--- config.mk ---
export PLATFORM = sky130hd
export DESIGN_NAME = mask_match_sequencer
export DESIGN_NICKNAME = d
export VERILOG_FILES = /design/src/rtl/mask_match_sequencer.sv
export SDC_FILE = /design/constraint.sdc
export NUM_CORES = 1
export LEC_CHECK = 0
export CORE_AREA = 4 4 220 222
export CTS_CLUSTER_DIAMETER = 120
export CTS_CLUSTER_SIZE = 28
export DETAILED_ROUTE_END_ITERATION = 12
export DIE_AREA = 0 0 224 226
export SLEW_MARGIN = 20
export SYNTH_ARGS = -nofsm -noshare
export SYNTH_HDL_FRONTEND = slang
export SYNTH_SLANG_ARGS = --single-unit
export TNS_END_PERCENT = 20
--- constraint.sdc ---
create_clock -name clock -period 8.2 [get_ports clock]
set_clock_uncertainty 0.1 [all_clocks]
set_input_delay 2.46 -clock clock [delete_from_list [all_inputs] [get_ports clock]]
set_output_delay 2.46 -clock clock [all_outputs]
set_load 0.005 [all_outputs]
--- src/rtl/mask_match_sequencer.sv ---
// mask_match_sequencer
// Streams a job made of a W/A bitmask pair, one chunk per cycle. For each chunk
// it forms the mutual mask and compacts it through the W and A masks. It then
// emits the packed masks, the per-chunk popcounts and the running offsets under
// a valid/ready handshake.
//
// Ports
//   clock, reset           : rising-edge clock, asynchronous active-high reset
//   ivalid / oready        : job handshake (oready high only in IDLE)
//   bitmaskW, bitmaskA     : NUM_CHUNKS chunks of CHUNK_WIDTH bits, chunk 0 in the LSBs
//   skipEmpty              : drop non-final chunks with an empty mutual mask
//   ovalid / iready        : output record handshake
//   packedW, packedA       : mutual bits compacted by the W / A mask, LSB first
//   numW, numA             : popcount of the chunk's W / A mask
//   offsetW, offsetA       : sum of numW / numA over all earlier chunks of the job
//   chunkIndex, last       : source chunk number, final-chunk flag
module mask_match_sequencer #(
  parameter int unsigned CHUNK_WIDTH       = 16,
  parameter int unsigned NUM_CHUNKS        = 4,
  parameter int unsigned COUNT_BITWIDTH    = 5,
  parameter int unsigned ACCUM_BITWIDTH    = 8,
  parameter int unsigned CHUNK_INDEX_WIDTH = 2
) (
  input  logic                              clock,
  input  logic                              reset,
  input  logic                              ivalid,
  output logic                              oready,
  input  logic [CHUNK_WIDTH*NUM_CHUNKS-1:0] bitmaskW,
  input  logic [CHUNK_WIDTH*NUM_CHUNKS-1:0] bitmaskA,
  input  logic                              skipEmpty,
  output logic                              ovalid,
  input  logic                              iready,
  output logic [CHUNK_WIDTH-1:0]            packedW,
  output logic [CHUNK_WIDTH-1:0]            packedA,
  output logic [COUNT_BITWIDTH-1:0]         numW,
  output logic [COUNT_BITWIDTH-1:0]         numA,
  output logic [ACCUM_BITWIDTH-1:0]         offsetW,
  output logic [ACCUM_BITWIDTH-1:0]         offsetA,
  output logic [CHUNK_INDEX_WIDTH-1:0]      chunkIndex,
  output logic                              last
);

  localparam int unsigned MASK_WIDTH = CHUNK_WIDTH * NUM_CHUNKS;
  localparam logic [CHUNK_INDEX_WIDTH-1:0] LAST_IDX = CHUNK_INDEX_WIDTH'(NUM_CHUNKS - 1);

  typedef enum logic {ST_IDLE, ST_BUSY} state_t;

  state_t                       r_state;
  state_t                       w_next_state;
  logic [MASK_WIDTH-1:0]        r_mask_w;
  logic [MASK_WIDTH-1:0]        r_mask_a;
  logic                         r_skip_empty;
  logic [CHUNK_INDEX_WIDTH-1:0] r_ptr;
  logic [ACCUM_BITWIDTH-1:0]    r_acc_w;
  logic [ACCUM_BITWIDTH-1:0]    r_acc_a;

  logic [CHUNK_WIDTH-1:0]       w_chunk_w;
  logic [CHUNK_WIDTH-1:0]       w_chunk_a;
  logic [CHUNK_WIDTH-1:0]       w_mutual;
  logic [CHUNK_WIDTH-1:0]       w_packed_w;
  logic [CHUNK_WIDTH-1:0]       w_packed_a;
  logic [COUNT_BITWIDTH-1:0]    w_num_w;
  logic [COUNT_BITWIDTH-1:0]    w_num_a;
  logic                         w_is_last;
  logic                         w_skip;
  logic                         w_accept;
  logic                         w_advance;
  logic                         w_load;

  // The masks shift down one chunk per advance, so the current chunk is always in the LSBs.
  assign w_chunk_w = r_mask_w[CHUNK_WIDTH-1:0];
  assign w_chunk_a = r_mask_a[CHUNK_WIDTH-1:0];
  assign w_mutual  = w_chunk_w & w_chunk_a;
  assign w_is_last = (r_ptr == LAST_IDX);
  assign w_skip    = r_skip_empty && (w_mutual == '0) && !w_is_last;
  assign w_load    = w_advance && !w_skip;

  // Compaction: walk from the MSB down. Each selected bit is shifted in, so the
  // lowest selected bit ends up at position 0 and the unused upper bits stay zero.
  always_comb begin
    w_packed_w = '0;
    w_packed_a = '0;
    w_num_w    = '0;
    w_num_a    = '0;
    for (int i = CHUNK_WIDTH - 1; i >= 0; i--) begin
      if (w_chunk_w[i]) w_packed_w = (w_packed_w << 1) | CHUNK_WIDTH'(w_mutual[i]);
      if (w_chunk_a[i]) w_packed_a = (w_packed_a << 1) | CHUNK_WIDTH'(w_mutual[i]);
      w_num_w = w_num_w + COUNT_BITWIDTH'(w_chunk_w[i]);
      w_num_a = w_num_a + COUNT_BITWIDTH'(w_chunk_a[i]);
    end
  end

  // State register
  always_ff @(posedge clock or posedge reset) begin
    if (reset) r_state <= ST_IDLE;
    else       r_state <= w_next_state;
  end

  // Next state, job acceptance and chunk advance
  always_comb begin
    w_next_state = r_state;
    w_accept     = 1'b0;
    w_advance    = 1'b0;
    oready       = 1'b0;
    case (r_state)
      ST_IDLE: begin
        oready = !reset;
        if (ivalid) begin
          w_accept     = 1'b1;
          w_next_state = ST_BUSY;
        end
      end
      ST_BUSY: begin
        // Advance when the output register is empty or is being handed off.
        if (!ovalid || iready) begin
          w_advance = 1'b1;
          if (w_is_last) w_next_state = ST_IDLE;
        end
      end
      default: w_next_state = ST_IDLE;
    endcase
  end

  // Job context: masks, chunk pointer and running offsets
  always_ff @(posedge clock or posedge reset) begin
    if (reset) begin
      r_mask_w     <= '0;
      r_mask_a     <= '0;
      r_skip_empty <= 1'b0;
      r_ptr        <= '0;
      r_acc_w      <= '0;
      r_acc_a      <= '0;
    end else if (w_accept) begin
      r_mask_w     <= bitmaskW;
      r_mask_a     <= bitmaskA;
      r_skip_empty <= skipEmpty;
      r_ptr        <= '0;
      r_acc_w      <= '0;
      r_acc_a      <= '0;
    end else if (w_advance) begin
      r_mask_w <= r_mask_w >> CHUNK_WIDTH;
      r_mask_a <= r_mask_a >> CHUNK_WIDTH;
      r_ptr    <= r_ptr + CHUNK_INDEX_WIDTH'(1);
      r_acc_w  <= r_acc_w + ACCUM_BITWIDTH'(w_num_w);
      r_acc_a  <= r_acc_a + ACCUM_BITWIDTH'(w_num_a);
    end
  end

  // Output record register; the fields only change when a new record loads.
  always_ff @(posedge clock or posedge reset) begin
    if (reset) begin
      ovalid     <= 1'b0;
      packedW    <= '0;
      packedA    <= '0;
      numW       <= '0;
      numA       <= '0;
      offsetW    <= '0;
      offsetA    <= '0;
      chunkIndex <= '0;
      last       <= 1'b0;
    end else if (w_load) begin
      ovalid     <= 1'b1;
      packedW    <= w_packed_w;
      packedA    <= w_packed_a;
      numW       <= w_num_w;
      numA       <= w_num_a;
      offsetW    <= r_acc_w;
      offsetA    <= r_acc_a;
      chunkIndex <= r_ptr;
      last       <= w_is_last;
    end else if (iready) begin
      ovalid <= 1'b0;
    end
  end

endmodule

## Yosys cells after proc, flatten, opt, wreduce, memory -nomap -nowiden

Cells that the tools add are included.

| cells by class | value |
|---|---|
| equality and inequality tests | 1 |
| magnitude comparators | 0 |
| $mul | 0 |
| add/subtract/negate cells | 33 |
| shifts and indexed selects | 0 |
| bitwise logic cells | 32 |
| reduce and logical (&&, ||, !) cells | 11 |
| divide/modulo/power cells | 0 |
| multiplexer cells | 52 |

Operators with widths:

| operator | count |
|---|---|
| 16-bit 2-to-1 mux | 30 |
| 16-bit by 1-bit bitwise OR with 16-bit output | 28 |
| 64-bit 2-to-1 mux | 4 |
| 5-bit by 1-bit adder with 5-bit output | 22 |
| 8-bit 2-to-1 mux | 4 |
| 8-bit by 5-bit adder with 8-bit output | 2 |
| 16-bit bitwise AND | 1 |
| 16-bit logical NOT | 1 |
| 1-bit 2-to-1 mux | 11 |
| 4-bit by 1-bit adder with 5-bit output | 2 |
| 3-bit by 1-bit adder with 4-bit output | 2 |
| 2-bit by 1-bit adder with 3-bit output | 2 |
| 1-bit by 1-bit adder with 2-bit output | 2 |
| 1-bit logical NOT | 4 |
| 2-bit 2-to-1 mux | 2 |
| 2-bit by 1-bit bitwise OR with 2-bit output | 2 |
| 2-bit nonzero test | 2 |
| 1-bit logical AND | 3 |
| 2-bit by 1-bit adder with 2-bit output, second input constant | 1 |
| 2-bit == test, second input constant | 1 |
| 1-bit one-hot mux with 2 select lines | 1 |
| 1-bit logical OR | 1 |
| 1-bit NOT | 1 |

| storage, ports and cells | value |
|---|---|
| memories kept | 0 |
| bits in latches | 0 |
| bits in read-only memories | 0 |
| output and inout bits | 63 |
| RAM bits | 0 |
| register bits | 210 |

## Depth between registers and ports, before layout

Gate-level depths: netlist (run 1).

| logic depth | value |
|---|---|
| depth after elaboration | 32 |
| gate-level depth with buffers | 21 |

## Least setup slack after synthesis (run 1)

Ideal clock, no wire load.

| timing path | value |
|---|---|
| kind | register -> register |
| start | register r_mask_a[0] |
| end | register r_acc_a[6] |
| setup slack | 3016 ps |
| period minus slack after synthesis | 5184 ps |
| arrival | 5006 ps |
| cell stages (with the launch flop) | 21 |
| library setup time | 78 ps |
| cells stage by stage | dfrtp_1 clkbuf_1 inv_1 clkbuf_1 fa_1 inv_1 fa_1 fa_1 inv_1 fa_1 inv_1 ha_1 fa_1 inv_1 fa_1 nor2b_1 o21ai_0 nand2b_1 a21oi_1 or3_1 a21oi_1 |

| on the way | value |
|---|---|
| longest elaborated chain between the ends | 4 |

Ends and longest elaborated chain:

| what | line | source |
|---|---|---|
| from (decl) | 51 | `logic [MASK_WIDTH-1:0] r_mask_a;` |
| from (signal assigned) | 135 | `r_mask_a <= bitmaskA;` |
| from (signal assigned) | 142 | `r_mask_a <= r_mask_a >> CHUNK_WIDTH;` |
| 5-bit by 1-bit adder with 5-bit output | 89 | `w_num_a = w_num_a + COUNT_BITWIDTH'(w_chunk_a[i]);` |
| net w_num_a[1] | 63 | `logic [COUNT_BITWIDTH-1:0] w_num_a;` |
| 8-bit by 5-bit adder with 8-bit output | 145 | `r_acc_a <= r_acc_a + ACCUM_BITWIDTH'(w_num_a);` |
| 8-bit 2-to-1 mux | 140 | `end else if (w_advance) begin` |
| 8-bit 2-to-1 mux | 133 | `end else if (w_accept) begin` |
| to (signal assigned) | 145 |  |
| to (decl) | 55 | `logic [ACCUM_BITWIDTH-1:0] r_acc_a;` |

The timed path passes the listed nets, and every way through them passes these cells. The select of a mux whose other input is x is not followed.
A chain may end at the register's enable or synchronous reset.

## Worst setup path in the final report (run 1)

| timing path | value |
|---|---|
| start | input port reset |
| end | output port oready |

| on the way | value |
|---|---|
| longest elaborated chain between the ends | 2 |

Ends and longest elaborated chain:

| what | line | source |
|---|---|---|
| from (decl) | 25 | `input logic reset,` |
| 1-bit logical NOT (no source line) | n/a |  |
| 1-bit 2-to-1 mux | 105 | `case (r_state)` |
| to (decl) | 27 | `output logic oready,` |

Every way passes these cells.

==> impl_metrics.yaml, run 1 <==
status:
  status: "complete, no violations"
pwr:
  power_density_nw_per_um2: 432
  combPwrFrac_pct: 66.4
  swShare_pct: 49.7
  power_uw: 7120
  p_switching_uw: 3540
  clkPwrFrac_pct: 8.6
  leakagePower_uw: 0.00715
  intPower_uw: 3580
  power_frac_seq_pct: 25.0
  ir_drop_mv: 0.283
floorplan:
  fp.dieW_um: 224
  die_h_um: 226
  rows: 79
  dieArea_um2: 50600
  core-area_um2: 46400
  initial_core_util_pct: 29.8
  io_pins: 196
critical_path:
  cp.buffers_inverters: 2
  cp_num_cells: 3
  crit_path_start_kind: "input port"
  cp-end-kind: "primary output"
  cp_cell_sequence: "clkdlybuf4s50_1 -> nor2_1 -> clkdlybuf4s50_1"
  worstPathArrival_ps: 3550
  crit_top_cell: "clkdlybuf4s50_1"
  cp.required_ps: 5640
  crit_fanout: 2
  reg2reg_depth: 18
  cpPeakStageDelay_ps: 510
  crit_family: "buffers and inverters"
  slowest_stage: "clkdlybuf4s50_1"
  critPathKind: "input port to primary output"
route:
  drt_iter0_markers: 1009
  wl_per_cell_um: 18.2
  drt_wl_total_um: 43500
  vias: 12600
  vias_per_cell: 5.29
  drtPass1Iterations: 7
  ant_nets: 0
  drc: 0
logic_synthesis:
  avgSynthCellArea_um2: 8.23
  yosys_warnings: 0
  yosysSeqAreaShare_pct: 38.0
  ys_seq_elements: 210
  async_flop_share_pct: 100
  synth_area_leaders: "dfrtp_1 38%, nand2_1 13%, a22oi_1 5.4%"
  yosysTopAreaCell: "dfrtp_1"
  synth_cells: 1680
  synthesis.area_um2: 13800
  synth_top_flop_cell: "dfrtp_1"
  synth_top_area_share_pct: 38.0
  syn-num-nets: 1856
  synth.distinct_cells: 99
  synth_edf_count: 0
layout:
  final_common_cell: "nand2_1"
  post-route-util_pct: 35.5
  area_growth_pct: 19.0
  layout_common_cells: "471 x nand2_1, 210 x dfrtp_1, 195 x clkdlybuf4s50_1"
  layout-drive-gt1-share_pct: 5.22
  n_fill_cell: 4818
  fin_nets: 1956
clock_network:
  cts-resized-gates: 0
  worst_skew_pair.late_latency_ps: 500
  clockRootBuffer: "clkbuf_16"
  cts.sinks: 210
  cts.path.max_buffers: 3
  cts_htree_levels: 1
  cts_setup_buffers: 0
  numCtsBuffers: 11
  cts_tree: "yes"
  clk_pin_slew_ps: 110
  ctsHoldBuffers: 0
sta:
  hold_viol: 0
  rsz0062_at_grt: "no"
  setup_viol: 0
  slew_headroom_pct: 32.7
  final-max-slew-violation-count: 0
  fmax_mhz: 164
  worstMarginPinSlew_ps: 1010
  finalCritPeriodShare_pct: 74.5
  finalSetupTns_ps: 0
  layout_min_cycle_time_ps: 6110
  hold_slack_ps: 384
global_routing:
  grt_start_max_net_pins: 145
  gr-total-overflow: 0
  antenna_found_initial: 3
  grt_pass1_wl_um: 70000
  grt_use_total_pct: 16.8
  first_global_vias: 12700
worst_hold_path:
  hold_class: "flip-flop to flip-flop"
  holdPathStages: 2
placement:
  dp_hpwl_um: 31500
  placement.io_buffers: 195
  gp_congestion: 0.855
run:
  drv_cap: 0
==> power by group through the flow <==
stage	Clock, uW	Combinational (uW)	Sequential [uW]
floorplan	0	3580	1600
global placement	0	4660	1800
detailed placement	0	4750	1800
CTS	640	4780	1780
global route	671	5390	1840
finish	609	4730	1780
==> worst paths after layout <==
check	startpoint	to	slack, ps
worst max-delay path	reset	oready	2090
worst min-delay path	r_mask_w[26]	r_mask_w[26]	380
worst max register to register	r_mask_a[1]	r_acc_a[6]	2560
worst min register to register	r_mask_w[26]	r_mask_w[26]	380
max in group asynchronous	reset	packedA[7]	4840
min in group asynchronous	reset	r_mask_w[40]	2440
==> kinds of logic (layout without fill, tap and decap cells) <==
kind of cell | after synthesis | in the layout | synth area share [%]
AO/OA/AOI/OAI | 472 | 472 | 25.2
XOR/XNOR | 26 | 26 | 1.65
adder cells (fa/ha/maj) | 43 | 43 | 5.08
buffers and inverters | 189 | 289 | 5.65
flip-flops | 210 | 210 | 38.0
multiplexers | 38 | 38 | 2.84
other | 0 | 3 | 0
AND/OR/NAND/NOR | 702 | 702 | 21.6
==> sequential cells by signal, indices dropped and copies added (netlist names) <==
register      flops
packedA          16
r_acc_a           8
r_skip_empty      1
chunkIndex        2
r_acc_w           8
numW              5
r_mask_w         64
r_ptr             2
last              1
r_mask_a         64
numA              5
offsetA           8
packedW          16
offsetW           8
r_state           1
ovalid            1
==> worst register-to-register path: cells and delay by family, from the launching register on <==
kind            cells  cell delay [ps]
simple gates        3              580
compound gates      3              350
flops               1              670
buf+inv             5              610
fa+ha+maj           7             3240
==> synth_stat cells, types with 11 or more instances <==
library cell  number
xor2_1            11
dfrtp_1          210
a22oi_1          100
buf_2             13
a31oi_1           14
ha_1              21
nand3_1           44
fa_1              22
a21oi_1           58
nor3_1            23
nor2b_1           12
o221ai_1          14
nor2_1            79
nand4_1           15
nand2_1          472
mux2i_1           31
o21ai_1           19
inv_1             61
a211oi_1          19
clkbuf_1          92
o21ai_0           97
o211ai_1          19
xnor2_1           15
==> cell type report <==
type,count,area (um2),share of cell area (%)
clock buffers,12,279,1.69
clock inverters,1,16.3,0.0988
diodes,3,7.51,0.0456
flip-flops and latches,210,5260,31.9
repair buffers,210,2080,12.6
multi-input cells,1281,7820,47.5
inverters,66,251,1.53
well taps,607,759,4.61
==> per-stage QoR <==
stage | setup slack (ps) | std cells | instance area (um2)
finish | 2090 | 2390 | 16500
detailed placement | 2070 | 2374 | 16200
global route | 2060 | 2390 | 16500
floorplan | 2910 | 1680 | 13800
global placement | 2070 | 2374 | 16200
CTS | 2070 | 2387 | 16500
==> metal layers <==
layer	vias up	wire length, um	share of wire (%)	global-route usage (%)
met3	46	1880	4.3	2.33
met4	0	1170	2.7	5.01
met5	-	0	0	0
met2	292	21600	50	29.1
met1	6155	18800	43	22.0
li1	6145	-	-	-
No activity file was read; power rests on OpenSTA's default activity.
==> run 2: changes to the inputs <==
==> constraint.sdc (replaced) <==
create_clock -name clock -period 5.6 [get_ports clock]
set_clock_uncertainty 0.1 [all_clocks]
set_input_delay 1.68 -clock clock [delete_from_list [all_inputs] [get_ports clock]]
set_output_delay 1.68 -clock clock [all_outputs]
set_load 0.005 [all_outputs]
==> run 2 against run 1 <==
Net effect:
- final cell count is 1.1% higher
- worst setup slack worse by 1600 ps
- total power is 48% higher
- non-clock buffer count is 28 higher
- sequential share of layout area is 0.45 points lower
- critical path depth is 16 higher
- first-iteration DRC count is 18% lower
- register-to-register slack worse by 2000 ps
- critical endpoint is now r_acc_a[7]
==> impl_metrics.yaml, run 2 (synthesis results as in run 1) <==
status:
  status: "complete, no violations"
floorplan:
  io_pins: 196
  initial_core_util_pct: 29.8
  die_h_um: 226
  dieArea_um2: 50600
  fp.dieW_um: 224
  core-area_um2: 46400
  rows: 79
sta:
  hold_viol: 0
  final-max-slew-violation-count: 0
  finalCritPeriodShare_pct: 90.9
  finalSetupTns_ps: 0
  worstMarginPinSlew_ps: 982
  fmax_mhz: 197
  setup_viol: 0
  layout_min_cycle_time_ps: 5090
  slew_headroom_pct: 34.5
  rsz0062_at_grt: "no"
  finalWorstSetupSlack_ps: 511
layout:
  seqCellArea_um2: 5260
  largestRegisters: "r_mask_a x64, r_mask_w x64"
  diodes: 0
  instances_no_fill: 2416
  fin_nets: 1984
  multiInputGateArea_um2: 7830
  n_fill_cell: 4794
  final_common_cell: "nand2_1"
  area_growth_pct: 20.7
  layout-drive-gt1-share_pct: 6.80
  layout_common_cells: "471 x nand2_1, 210 x dfrtp_1, 195 x clkdlybuf4s50_1"
  final_design_area_no_fill_um2: 16700
clock_network:
  cts.sinks: 210
  cts_setup_buffers: 0
  worst_skew_pair.late_latency_ps: 490
  clockRootBuffer: "clkbuf_16"
  cts_tree: "yes"
  cts_htree_levels: 1
  numCtsBuffers: 11
  ctsHoldBuffers: 0
  cts-resized-gates: 0
  clk_pin_slew_ps: 110
  cts.path.max_buffers: 3
global_routing:
  first_global_vias: 12800
  grt_use_total_pct: 17.2
  antenna_found_initial: 0
  grt_pass1_wl_um: 71500
  gr-total-overflow: 0
  grt_start_max_net_pins: 138
critical_path:
  cpPeakStageDelay_ps: 520
  cp.buffers_inverters: 4
  slowest_stage: "fa_1"
  crit_path_start_kind: "flip-flop"
  crit_top_cell: "fa_1"
  worstPathArrival_ps: 5350
  cp.required_ps: 5860
  cp_cell_sequence: "inv_1 -> fa_1 -> inv_1 -> fa_1 -> fa_1 -> inv_1 -> fa_1 -> inv_1 -> ha_1 -> fa_1 -> xor2_1 -> ha_1 -> a21oi_1 -> nor2b_1 -> o21ai_0 -> a21oi_1 -> nand3_1 -> xor2_1 -> nor2_1"
  crit_family: "adder cells"
  critPathKind: "flip-flop to flip-flop"
  crit_fanout: 10
  cp-end-kind: "flip-flop"
route:
  drc: 0
  drt_wl_total_um: 44200
  drtPass1Iterations: 5
  drt-met1-wl_um: 19500
  ant_nets: 0
  wl_met2_um: 22300
  drt_iter0_markers: 829
  wl_per_cell_um: 18.3
  vias: 12700
  vias_per_cell: 5.24
  dr_wl_met3_um: 1470
  top_layer_used: "met4"
worst_hold_path:
  hold_class: "flip-flop to flip-flop"
run:
  drv_cap: 0
pwr:
  combPwrFrac_pct: 68.6
  ir_drop_mv: 0.411
  intPower_uw: 5330
  power_uw: 10500
  p_switching_uw: 5190
  swShare_pct: 49.4
  clkPwrFrac_pct: 8.4
  power_density_nw_per_um2: 630
  leakagePower_uw: 0.00730
  power_frac_seq_pct: 23.0
placement:
  dp_hpwl_um: 32700
  placement.io_buffers: 195
  dpl_cell_area_um2: 16400
  placed_cells: 2402
  preCtsSetupSlack_ps: 525
  gp_congestion: 0.894
[run 2: cell types whose count changed in the layout (fill, tap and decap cells not counted)]
cell        previous run  this run
buf_4                 14        40
diode_2                3         0
buf_12                 1         3
clkbuf_1               1         0
clkinv_2               0         1
clkinv_4               0         1
clkinv_8               1         0
clkinvlp_4             1         2
nand2_2                1         0
nand2_4                0         1
[run 2: power groups by stage]
stage	clock network [uW]	logic, uW	registers, uW
floorplan	0	5240	2340
global placement	0	7110	2440
detailed placement	0	7230	2460
CTS	921	7270	2430
global route	970	8180	2490
finish	881	7220	2420
[run 2: metrics by stage]
step                      utilization (%)  hold WS [ps]
final                                36.0           386
after global routing                 36.0           406
after CTS                            36.0           391
after detailed placement             35.4           363
after global placement               35.4           358
after floorplan                         -           346
[run 2: metal layers]
layer / track usage, % / up-vias
li1: - / 6214
met1: 22.5 / 6161
met2: 30.4 / 236
met3: 1.94 / 43
met4: 4.12 / 0
met5: 0 / -
[run 2: final timing paths]
path | from | endpoint | slack, ps | cells after the start
max in group asynchronous | reset | r_mask_a[23] | 2990 | 3
min | r_mask_w[41] | r_mask_w[41] | 390 | 2
min reg2reg | r_mask_w[41] | r_mask_w[41] | 390 | 2
max | r_mask_a[15] | r_acc_a[7] | 510 | 19
min in group asynchronous | reset | r_mask_w[55] | 1570 | 3
max reg2reg | r_mask_a[15] | r_acc_a[7] | 510 | 19
[run 2: final cells by class]
class                           instances  share of cell area, %
Clock inverter                          3                  0.127
Tap cell                              607                   4.55
Timing Repair Buffer                  238                   13.8
Sequential cell                       210                   31.5
Multi-Input combinational cell       1281                   46.9
Clock buffer                           11                   1.65
Inverter                               66                   1.51
[run 2: worst min-delay path: cells and delay by family (launching register included)]
kind / cells / cell delay, ps
flops: 1 / 360
simple gates: 2 / 100
